$ cat src/rtl/sid_wave_mix.sv
// sid_wave_mix: time-multiplexed N-voice SID waveform generator and mixer.
// A start request snapshots every voice, then one voice per cycle flows
// through wave -> volume scale -> accumulate, and the mixed sample is
// presented on a valid/ready output.
// Build option: define SID_WAVE_MIX_SAT_EN for unity-gain hard-clipped mix;
// undefined gives an attenuated mix (sum >> SLOT_W) that never clips.

// Combinational wave stage for one voice.
module sid_wave_voice #(
  parameter int ACC_W  = 24,
  parameter int LFSR_W = 23,
  parameter int WAVE_W = 12
) (
  input  logic [ACC_W-1:0]  acc,
  input  logic [LFSR_W-1:0] lfsr,
  input  logic [WAVE_W-1:0] pw,
  input  logic [4:0]        ctrl,     // {ring,triangle,saw,pulse,noise}
  input  logic              ring_in,
  output logic [WAVE_W-1:0] wave
);
  logic [WAVE_W-1:0] top, pulse, tri_w, noise;

  // Build each waveform and AND together the enabled ones
  always_comb begin
    top   = acc[ACC_W-1 -: WAVE_W];
    pulse = (top < pw) ? '1 : '0;
    tri_w = {acc[ACC_W-2 -: WAVE_W-1], 1'b0};
    if (acc[ACC_W-1] ^ (ctrl[4] & ring_in)) tri_w = ~tri_w;
    noise = '0;
    noise[WAVE_W-1 -: 8] = {lfsr[20], lfsr[18], lfsr[14], lfsr[11],
                            lfsr[9], lfsr[5], lfsr[2], lfsr[0]};
    wave = '1;
    if (ctrl[3]) wave = wave & tri_w;
    if (ctrl[2]) wave = wave & top;
    if (ctrl[1]) wave = wave & pulse;
    if (ctrl[0]) wave = wave & noise;
  end
endmodule

module sid_wave_mix #(
  parameter int VOICES = 3,
  parameter int ACC_W  = 24,
  parameter int LFSR_W = 23,
  parameter int WAVE_W = 12,
  parameter int VOL_W  = 8
) (
  input  logic                     clk,
  input  logic                     rst,
  input  logic                     start,
  output logic                     start_ready,
  input  logic [VOICES*ACC_W-1:0]  acc,
  input  logic [VOICES*LFSR_W-1:0] lfsr,
  input  logic [VOICES*WAVE_W-1:0] pw,
  input  logic [VOICES*5-1:0]      ctrl,
  input  logic [VOICES*VOL_W-1:0]  vol,
  output logic [WAVE_W-1:0]        mix,
  output logic                     mix_valid,
  input  logic                     mix_ready
);
  localparam int SLOT_W = $clog2(VOICES);
  localparam int SUM_W  = WAVE_W + SLOT_W;
  localparam int STAGES = 3;
  localparam logic [SLOT_W-1:0] LAST = SLOT_W'(VOICES - 1);

  typedef enum logic [1:0] {IDLE, RUN, DRAIN, HOLD} state_t;

  // Per-frame snapshot of every voice
  typedef struct packed {
    logic [VOICES-1:0][ACC_W-1:0]  acc;
    logic [VOICES-1:0][LFSR_W-1:0] lfsr;
    logic [VOICES-1:0][WAVE_W-1:0] pw;
    logic [VOICES-1:0][4:0]        ctrl;
    logic [VOICES-1:0][VOL_W-1:0]  vol;
  } frame_t;

  state_t                    state;
  frame_t                    snap;
  logic [SLOT_W-1:0]         slot, ring_slot;
  logic                      issue;
  logic [STAGES:1]           vld_pipe;
  logic [WAVE_W-1:0]         wave, s1_wave, s2_scaled;
  logic [VOL_W-1:0]          s1_vol;
  logic                      s1_last, s2_last;
  logic [WAVE_W+VOL_W-1:0]   prod;
  logic [SUM_W-1:0]          sum;
  logic [WAVE_W-1:0]         mix_next;

  assign issue     = (state == RUN);
  // Voice 0 takes its ring source from the highest voice
  assign ring_slot = (slot == '0) ? LAST : slot - 1'b1;
  assign prod      = {{VOL_W{1'b0}}, s1_wave} * {{WAVE_W{1'b0}}, s1_vol};

  sid_wave_voice #(.ACC_W(ACC_W), .LFSR_W(LFSR_W), .WAVE_W(WAVE_W)) u_voice (
    .acc     (snap.acc[slot]),
    .lfsr    (snap.lfsr[slot]),
    .pw      (snap.pw[slot]),
    .ctrl    (snap.ctrl[slot]),
    .ring_in (snap.acc[ring_slot][ACC_W-1]),
    .wave    (wave)
  );

  // Final output scaling of the accumulated sum
  always_comb begin
`ifdef SID_WAVE_MIX_SAT_EN
    mix_next = (sum > SUM_W'({WAVE_W{1'b1}})) ? '1 : sum[WAVE_W-1:0];
`else
    mix_next = sum[SUM_W-1:SLOT_W];
`endif
  end

  // Wave and volume-scale pipeline registers with valid shift register
  always_ff @(posedge clk) begin
    if (rst) begin
      vld_pipe  <= '0;
      s1_wave   <= '0;
      s1_vol    <= '0;
      s1_last   <= 1'b0;
      s2_scaled <= '0;
      s2_last   <= 1'b0;
    end else begin
      vld_pipe[1] <= issue;
      s1_wave     <= wave;
      s1_vol      <= snap.vol[slot];
      s1_last     <= (slot == LAST);
      vld_pipe[2] <= vld_pipe[1];
      s2_scaled   <= prod[WAVE_W+VOL_W-1:VOL_W];
      s2_last     <= s1_last;
      // Stage 3 flag: the last voice of the frame has been accumulated
      vld_pipe[3] <= vld_pipe[2] & s2_last;
    end
  end

  // Frame control FSM, snapshot, accumulator and registered outputs
  always_ff @(posedge clk) begin
    if (rst) begin
      state       <= IDLE;
      start_ready <= 1'b1;
      snap        <= '0;
      slot        <= '0;
      sum         <= '0;
      mix         <= '0;
      mix_valid   <= 1'b0;
    end else begin
      if (vld_pipe[2]) sum <= sum + SUM_W'(s2_scaled);
      case (state)
        IDLE: if (start) begin
          snap.acc    <= acc;
          snap.lfsr   <= lfsr;
          snap.pw     <= pw;
          snap.ctrl   <= ctrl;
          snap.vol    <= vol;
          slot        <= '0;
          sum         <= '0;
          start_ready <= 1'b0;
          state       <= RUN;
        end
        RUN: begin
          slot <= slot + 1'b1;
          if (slot == LAST) state <= DRAIN;
        end
        DRAIN: if (vld_pipe[3]) begin
          mix       <= mix_next;
          mix_valid <= 1'b1;
          state     <= HOLD;
        end
        HOLD: if (mix_ready) begin
          mix_valid   <= 1'b0;
          start_ready <= 1'b1;
          state       <= IDLE;
        end
        default: state <= IDLE;
      endcase
    end
  end
endmodule

$ cat config.mk
export PLATFORM = sky130hd
export DESIGN_NAME = sid_wave_mix
export DESIGN_NICKNAME = d
export VERILOG_FILES = /design/src/rtl/sid_wave_mix.sv
export SDC_FILE = /design/constraint.sdc
export NUM_CORES = 1
export LEC_CHECK = 0
export CORE_MARGIN = 4
export CORE_UTILIZATION = 45
export CTS_CLUSTER_DIAMETER = 30
export CTS_CLUSTER_SIZE = 16
export DETAILED_ROUTE_END_ITERATION = 12
export PLACE_DENSITY_LB_ADDON = 0.15
export RECOVER_POWER = 50
export SLEW_MARGIN = 20
export SYNTH_ARGS = -nofsm -noshare
export SYNTH_HDL_FRONTEND = slang
export SYNTH_SLANG_ARGS = --single-unit
$ cat constraint.sdc
create_clock -name clk -period 8.7 [get_ports clk]
set_input_delay 2.175 -clock clk [delete_from_list [all_inputs] [get_ports clk]]
set_output_delay 2.175 -clock clk [all_outputs]
set_load 0.005 [all_outputs]
Word level (Yosys, flattened, before mapping)
Cells that the tools add are included.
- add/sub/neg operators: 3
- multipliers: 1
- $lt $le $gt $ge: 3
- equality and inequality tests: 8
- muxes and demuxes: 35
- bitwise gates (word level): 7
- reductions and logical operators: 11
- operator list (operator ; number):
    24-bit binary-select mux with 2-bit select ; 2
    12-bit two-way mux ; 7
    24-bit two-way mux ; 2
    23-bit binary-select mux with 2-bit select ; 1
    14-bit two-way mux ; 3
    12-bit AND ; 3
    12-bit binary-select mux with 2-bit select ; 1
    21-bit two-way mux ; 1
    12-bit by 8-bit multiplier with 20-bit output ; 1
    8-bit binary-select mux with 2-bit select ; 1
    14-bit by 12-bit adder with 14-bit output ; 1
    12-bit < comparator ; 1
    2-bit two-way mux ; 6
    12-bit inverter ; 1
    5-bit binary-select mux with 2-bit select ; 1
    8-bit two-way mux ; 1
    2-bit one-hot mux with 4 select lines ; 1
    2-bit equality test, second input constant ; 3
    2-bit by 3-bit < comparator with 1-bit output, second input constant ; 2
    2-bit inequality test, second input constant ; 3
    2-bit AND reduction ; 3
    3-bit AND reduction ; 2
    2-bit nonzero test ; 3
    5-bit two-way mux ; 1
    11 further kinds ; 17
- register bits after elaboration: 285
- output and inout port bits: 14
- word-level logic and storage cells: 95

Logic depth before layout (Yosys ltp)
Gate-level depths: netlist (run 1).
- depth after elaboration: 14
- mapped depth: 17

Hierarchy
From an unflattened synthesis (run 1), not the netlist that was laid out.
- cell total of the unflattened synthesis: 1907
- area total of the unflattened synthesis: 15163.3 um^2
- modules (own cells, without submodules) (module ; instances ; cells an instance ; area each (um^2) ; seq. area each (um^2)):
    sid_wave_mix ; 1 ; 1815 ; 14521.4 ; 5705.5
    sid_wave_voice ; 1 ; 92 ; 641.9 ; 0.0

Worst setup path before layout (run 1)
No wires, ideal clock.
- kind: register -> register
- start point: register s1_vol[2]
- end point: register s2_scaled[10]
- data arrival time: 4.127 ns
- slack: 4.438 ns
- stages on the path, launching flop included: 15
- buffers on the path: 1
- clock period less this slack: 4.262 ns
- cells stage by stage: dfxtp_1 -> clkbuf_1 -> and2_1 -> fa_1 -> fa_1 -> fa_1 -> inv_1 -> fa_1 -> inv_1 -> ha_1 -> or4_1 -> and3_1 -> a21o_1 -> a211oi_1 -> a2111oi_0
- longest elaborated chain between the ends: 1
- RTL lines (item ; RTL line ; RTL):
    from (decl) ; 82 ; logic [VOL_W-1:0] s1_vol;
    from (signal assigned) ; 123 ; s1_vol <= snap.vol[slot];
    12-bit by 8-bit multiplier with 20-bit output ; 91 ; assign prod = {{VOL_W{1'b0}}, s1_wave} * {{WAVE_W{1'b0}}, s1_vol};
    to (signal assigned) ; 126 ; s2_scaled <= prod[WAVE_W+VOL_W-1:VOL_W];
    to (decl) ; 81 ; logic [WAVE_W-1:0] wave, s1_wave, s2_scaled;
No other way between the ends.
A chain may end at the register's enable or synchronous reset.

Final worst setup path (run 1)
- start point: input port rst
- end point: register snap[11] (netlist name)
- RTL lines (item ; RTL line ; RTL):
    from (decl) ; 48 ; input logic rst,
    to (decl) ; 77 ; frame_t snap;
No word-level cell between the ends.

==> metrics.yaml, run 1 <==
drt:
  wl_per_cell_um: 15.33
  num_vias: 9957
  remaining_drc_errors: 0
  wl_um: 29520
  firstDrtPassIters: 4
  ant_nets: 0
  viasPerCell: 5.172
  drtIter0Drc: 525
grt:
  grt_antenna_before_repair: 0
  grt_first_pass_wirelength_um: 48850
  grtUsageMet1: 0.2602
  grt_overflow_total: 0
  met2_usage: 0.3518
  grt_use_met3: 0.03797
  grt_max_degree: 98
  grt_pass1_vias: 10080
  grtUsageTotal: 0.2032
  grt_busiest_layer: "met2"
power_and_ir_drop:
  peakVddDrop_uv: 282.0
  cellPowerDensity_mw_per_mm2: 267.8
  total_power_mw: 3.995
  p_leak_nw: 6.238
final_layout:
  area_growth_pct: 26.70
  drive_above_1_share: 0.05893
  final_nets: 1906
  antenna_cells: 0
  fill_cells: 2364
timing:
  hold_viol_final: 0
  min_period_over_period: 0.7032
  setup-tns-final_ns: 0
  timing.final.ws_setup_ns: 2.582
  setup_viol: 0
  rsz0062_at_grt: "no"
  fmax_mhz: 163.5
  worst_slew_pin_slew_ns: 2.616
  skew_ns: 0.02014
  relSlewSlack: -0.7442
  drv_slew: 101
  post-route-min-period_ns: 6.118
critical_path:
  max_stage_delay_ns: 1.93
  cp-start-kind: "input pin"
  crit_path_end_kind: "register"
  path_cells: "clkbuf_1 > buf_4 > clkbuf_1 > a21oi_1"
  critical_path_arrival_ns: 6.40
  worst-setup-path-type: "in -> reg"
  crit_fanout: 94
  crit_path_frequent_cell: "clkbuf_1"
  crit_slowest_cell: "clkbuf_1"
  critPathTopFamily: "buffers and inverters"
  crit_buf_inv: 3
  cp.required_ns: 8.98
logic_synthesis:
  synth-edff-count: 0
  synth_area_sq_mm: 0.01177
  yosysWarnings: 0
  synthMuxAreaShare: 0.04773
  synthArstFlopShare: 0
  yosys.area_share.simple: 0.2056
  synth_common_cells: "nand2_1, dfxtp_1, a21oi_1"
  yosysMostFrequentCell: "nand2_1"
  synthFlopType: "dfxtp_1"
  ys_seq_area_frac: 0.3469
  ys_ff_latch: 204
  synth_xor_area_frac: 0.01935
  synthAdderAreaFrac: 0.1711
  yosys-top-cells-area: "dfxtp_1, nand2_1, fa_1"
  syn_inst: 1439
  yosysTopAreaCell: "dfxtp_1"
  synth_top_family_by_area: "simple AND/OR/NAND/NOR gates"
  synth_fp_nets: 1784
  synth_compound_area_frac: 0.1527
  synth.distinct_cells: 59
  avgSynthCellArea_sq_um: 8.180
  synthDominantCellAreaShare: 0.3469
clocking:
  htree_num_levels: 2
  cts_buffer_depth: 3
  clkLatencyLatePin_ns: 0.54
  clkTransAtPathRegs_ns: 0.05
  cts_tree: "yes"
  clockRootBuffer: "clkbuf_16"
  hold_buffers: 0
  cts_buffers: 44
  ctsResizeCount: 0
  postCtsSetupBuffers: 0
  clock-sinks: 204
floorplanning:
  dieWidth_um: 169.7
  rows: 58
  start_util: 0.4621
  core_sq_mm: 0.02547
  fp.dieArea_sq_mm: 0.02881
  io_pins: 234
  die_h_um: 169.7
place:
  place_ws_ns: 3.970
  hpwl_um: 20780
  portBuffers: 152
  gp_congestion: 0.8233
job:
  maxCapViolCount: 2
min_path:
  hold_class: "reg -> reg"
outcome:
  status: "complete, but fails checks"
  violations: "capacitance limit, slew limit"
-- cell usage in the layout (no fill, tap or decap), drive strengths merged, types with 3 or more instances in the layout --
master,netlist,routed
nand2,353,353
dfxtp,204,204
a21oi,188,188
clkdlybuf4s50,0,137
inv,79,81
and2,77,77
nor2,74,74
ha,65,65
clkbuf,63,64
fa,60,60
mux2i,55,55
o21ai,29,29
o22ai,24,24
a211oi,16,16
xor2,15,15
dlygate4sd3,0,14
xnor2,11,11
nor3,10,10
a21o,9,9
buf,22,8
clkinv,0,8
o21a,7,7
nor2b,7,7
a2111oi,7,7
a31oi,6,6
nand2b,5,5
nor3b,5,5
bufinv,0,5
nand3,4,4
nand4,4,4
o211ai,4,4
or4,3,3
o21bai,3,3
clkinvlp,0,3
-- state kept, by name (all words and copies together) (netlist names), 2 cells and up --
name / flops
snap: 135
sum: 14
mix: 12
s1_wave: 12
s2_scaled: 12
s1_vol: 8
vld_pipe: 3
slot: 2
state: 2
-- worst register-to-register path, cell delays in order (launching register included) --
cell       delay [ns]
dfxtp_1          0.59
and2_1           0.23
fa_1             0.42
fa_1             0.52
fa_1             0.50
inv_1            0.05
fa_1             0.52
inv_1            0.04
ha_1             0.32
or4_1            0.52
and3_1           0.25
a21o_1           0.21
a211oi_1         0.25
a2111oi_0        0.11
-- layout make-up --
| cell class | instances | area [sq um] | share of cell area |
|---|---|---|---|
| Clock buffer | 62 | 1239 | 0.08305 |
| Clock inverter | 18 | 270.3 | 0.01812 |
| Sequential cell | 204 | 4089 | 0.2742 |
| Tap cell | 330 | 412.9 | 0.02768 |
| Inverter | 79 | 296.5 | 0.01988 |
| Timing Repair Buffer | 161 | 1579 | 0.1059 |
| Multi-Input combinational cell | 1071 | 7028 | 0.4712 |
-- final timing paths --
check	start	to	slack, ns	depth (start not counted)
min reg2reg	vld_pipe[1]	vld_pipe[2]	0.44	1
max	rst	snap[11]	2.58	4
max reg2reg	s1_vol[2]	s2_scaled[10]	3.94	13
min	vld_pipe[1]	vld_pipe[2]	0.44	1
-- metal layers --
layer	wire length [um]	vias to the layer above
met1	12990	4688
met2	14590	185
met4	632	0
met5	0	-
met3	1305	48
li1	-	5036
-- kinds of logic (layout without fill, tap and decap cells) --
logic type | after synthesis | in the layout
mux | 56 | 56
buf+inv | 164 | 320
xor+xnor | 26 | 26
compound gates | 308 | 308
flops | 204 | 204
fa+ha+maj | 125 | 125
simple gates | 556 | 556
-- through the flow --
stage	instance area (sq um)	hold slack [ns]	util	instances
2_1_floorplan	11770	0.4138	-	1439
3_3_place_gp	13420	0.4174	0.5270	1845
3_5_place_dp	13420	0.4350	0.5270	1845
4_1_cts	14930	0.4482	0.5862	1925
5_1_grt	14910	0.4618	0.5855	1925
6_report	14910	0.4392	0.5855	1925
-- power by group --
part / switching (mW) / total [mW] / internal (mW)
logic: 0.626 / 1.06 / 0.432
registers: 0.165 / 1.27 / 1.11
clock network: 0.523 / 1.66 / 1.14
total: 1.31 / 3.99 / 2.68
(Power assumes the default switching activity.)
==> run 2: changes to the inputs <==
==> constraint.sdc (replaced) <==
create_clock -name clk -period 5.2 [get_ports clk]
set_input_delay 1.3 -clock clk [delete_from_list [all_inputs] [get_ports clk]]
set_output_delay 1.3 -clock clk [all_outputs]
set_load 0.005 [all_outputs]
==> run 2 against run 1 <==
Compared with the run above: the flow still finishes with violations (capacitance limit, slew limit); die area did not move; combinational power increased by 65%; global-route usage rose by 0.053 points; clock skew is 0.00060 ns higher; sequential cell count unchanged; register-to-register slack worse by 3.4 ns; sequential share of layout area hardly changed; count of clock-buffer cells in the layout down 4; critical endpoint is now s2_scaled[10]; largest cell class unchanged.
==> metrics.yaml, run 2 (same netlist as run 1, synthesis figures left out) <==
clocking:
  ctsResizeCount: 0  # unchanged
  htree_num_levels: 2  # unchanged
  clockRootBuffer: "clkbuf_16"
  clock-sinks: 204  # unchanged
  clkTransAtPathRegs_ns: 0.05  # about the same
  cts_buffers: 42  # -4.5%
  cts_tree: "yes"
  clkLatencyLatePin_ns: 0.53  # about the same
  cts_buffer_depth: 3  # unchanged
  hold_buffers: 0  # unchanged
  postCtsSetupBuffers: 0  # unchanged
critical_path:
  crit_path_end_kind: "register"
  r2r_slack_ns: 0.57  # -3.37 ns
  critical_path_arrival_ns: 5.03  # -1.37 ns
  reg2reg_from: "s1_vol[3]"
  reg2reg_depth: 13  # unchanged
  worst-setup-path-type: "reg -> reg"
  startpoint: "s1_vol[3]"
  path_cells: "and2_1 > fa_1 > fa_1 > fa_1 > inv_1 > fa_1 > inv_1 > ha_1 > o21ai_0 > a2111oi_2 > a21o_1 > a211oi_1 > a2111oi_0"
  critPathTopFamily: "adder cells"
  cp.required_ns: 5.59  # -3.39 ns
  crit_buf_inv: 2  # -1
  crit_slowest_cell: "dfxtp_1"
  max_stage_delay_ns: 0.60  # -1.33 ns
  crit_path_frequent_cell: "fa_1"
  cp-start-kind: "register"
  crit_fanout: 12  # -87%
  reg2reg_to: "s2_scaled[10]"
min_path:
  hold_end: "vld_pipe[2]"
  min_delay_path_depth: 1  # unchanged
  min_from: "vld_pipe[1]"
  hold_class: "reg -> reg"
timing:
  fmax_mhz: 215.8
  setup_viol: 0  # unchanged
  post-route-min-period_ns: 4.633
  hold_viol_final: 0  # unchanged
  skew_ns: 0.02073  # +0.0005990 ns
  min_period_over_period: 0.8910
  relSlewSlack: -0.7260  # +0.01824
  worst_slew_pin_slew_ns: 2.589  # -0.02736 ns
  drv_slew: 131  # +30%
  rsz0062_at_grt: "no"
  setup-tns-final_ns: 0  # unchanged
outcome:
  status: "complete, but fails checks"
  violations: "capacitance limit, slew limit"
final_layout:
  antenna_cells: 0  # unchanged
  finalNonFillerCells: 1925  # unchanged
  final_nets: 1906  # unchanged
  final_common_cell: "nand2_1"
  largest_reg_flops: 135  # unchanged
  reg_top3: "snap: 135 flops, sum: 14 flops"
  drive_above_1_share: 0.06144  # +0.002508
  fill_cells: 2346  # -0.76%
  max_flop_register: "snap"
  area_growth_pct: 26.50
  mostFrequentLayoutCells: "nand2_1, dfxtp_1, a21oi_1"
place:
  dp.cells: 1847  # +0.11%
  hpwl_um: 20880  # +0.49%
  portBuffers: 152  # unchanged
  gp_congestion: 0.8200  # -0.40%
floorplanning:
  die_h_um: 169.7  # unchanged
  core_sq_mm: 0.02547  # unchanged
  fp.dieArea_sq_mm: 0.02881  # unchanged
  io_pins: 234  # unchanged
  start_util: 0.4621  # unchanged
  dieWidth_um: 169.7  # unchanged
  rows: 58  # unchanged
drt:
  wl_um: 29440  # -0.25%
  drtIter0Drc: 470  # -10%
  ant_nets: 0  # unchanged
  viasPerCell: 5.169  # about the same
  wl_per_cell_um: 15.30  # -0.25%
  num_vias: 9950  # -0.070%
  remaining_drc_errors: 0  # unchanged
  firstDrtPassIters: 5  # +1
power_and_ir_drop:
  seq_power_share: 0.327  # +0.008
  p_leak_nw: 6.224  # -0.22%
  pwr-share-comb: 0.266  # about the same
  clockPowerShare: 0.407  # -0.009
  cellPowerDensity_mw_per_mm2: 443.4  # +66%
  peakVddDrop_uv: 244.2  # -13%
  swShare: 0.3349  # +0.006117
  p_int_mw: 4.392  # +64%
  net-switching-power_mw: 2.211  # +68%
grt:
  grt_overflow_total: 0  # unchanged
  grt_antenna_before_repair: 0  # unchanged
  grt_first_pass_wirelength_um: 48790  # -0.11%
  grt_pass1_vias: 9944  # -1.3%
  grt_max_degree: 73  # -26%
  grtUsageTotal: 0.2038  # +0.0005310
job:
  maxCapViolCount: 2  # unchanged
-- run 2: cell count changes in the layout (fill, tap and decap cells not counted), moves of 2 or more --
cell	change
bufinv_16	-2
clkbuf_1	-5
clkbuf_8	+2
clkinvlp_4	+2
-- run 2: worst max path at each step --
| stage | endpoint | slack (ns) | depth (start not counted) |
|---|---|---|---|
| after global placement | s2_scaled[10] | 0.56 | 13 |
| after global routing | snap[39] | 0.22 | 5 |
| after CTS | s2_scaled[10] | 0.53 | 13 |
| after floorplan | s2_scaled[10] | 0.94 | 14 |
| after detailed placement | s2_scaled[10] | 0.54 | 13 |
| final | s2_scaled[10] | 0.57 | 13 |
-- run 2: layer usage --
| metal | GRT usage | vias up | wire length [um] |
|---|---|---|---|
| met5 | 0 | - | 0 |
| met4 | 0.06055 | 0 | 694 |
| met3 | 0.04053 | 50 | 1495 |
| met2 | 0.3482 | 201 | 14360 |
| met1 | 0.2617 | 4669 | 12890 |
| li1 | - | 5030 | - |
-- run 2: power groups by stage --
stage          Clock, mW  Combinational (mW)  Sequential (mW)
2_1_floorplan          0                1.39             2.01
3_3_place_gp           0                1.72             2.18
3_5_place_dp           0                1.75             2.19
4_1_cts             2.74                1.77             2.16
5_1_grt             2.82                2.01             2.21
6_report            2.69                1.75             2.16
-- run 2: final cells by class --
type	instances	area, sq um	area share
tap	330	412.9	0.02773
clock buffer	58	1222	0.08209
clock inverter	20	242.7	0.01630
multi-input combinational	1071	7032	0.4722
sequential	204	4089	0.2746
inverter	79	296.5	0.01991
timing repair buffer	163	1595	0.1071
-- run 2: through the flow --
step	util	power, mW	instance area, sq um	setup slack, ns	hold WS [ns]
final	0.5846	6.603	14890	0.5670	0.4363
after global routing	0.5846	7.034	14890	0.2221	0.4606
after CTS	0.5851	6.669	14900	0.5311	0.4402
after detailed placement	0.5276	3.945	13440	0.5355	0.4234
after global placement	0.5276	3.904	13440	0.5612	0.4159
after floorplan	-	3.408	11770	0.9382	0.4138
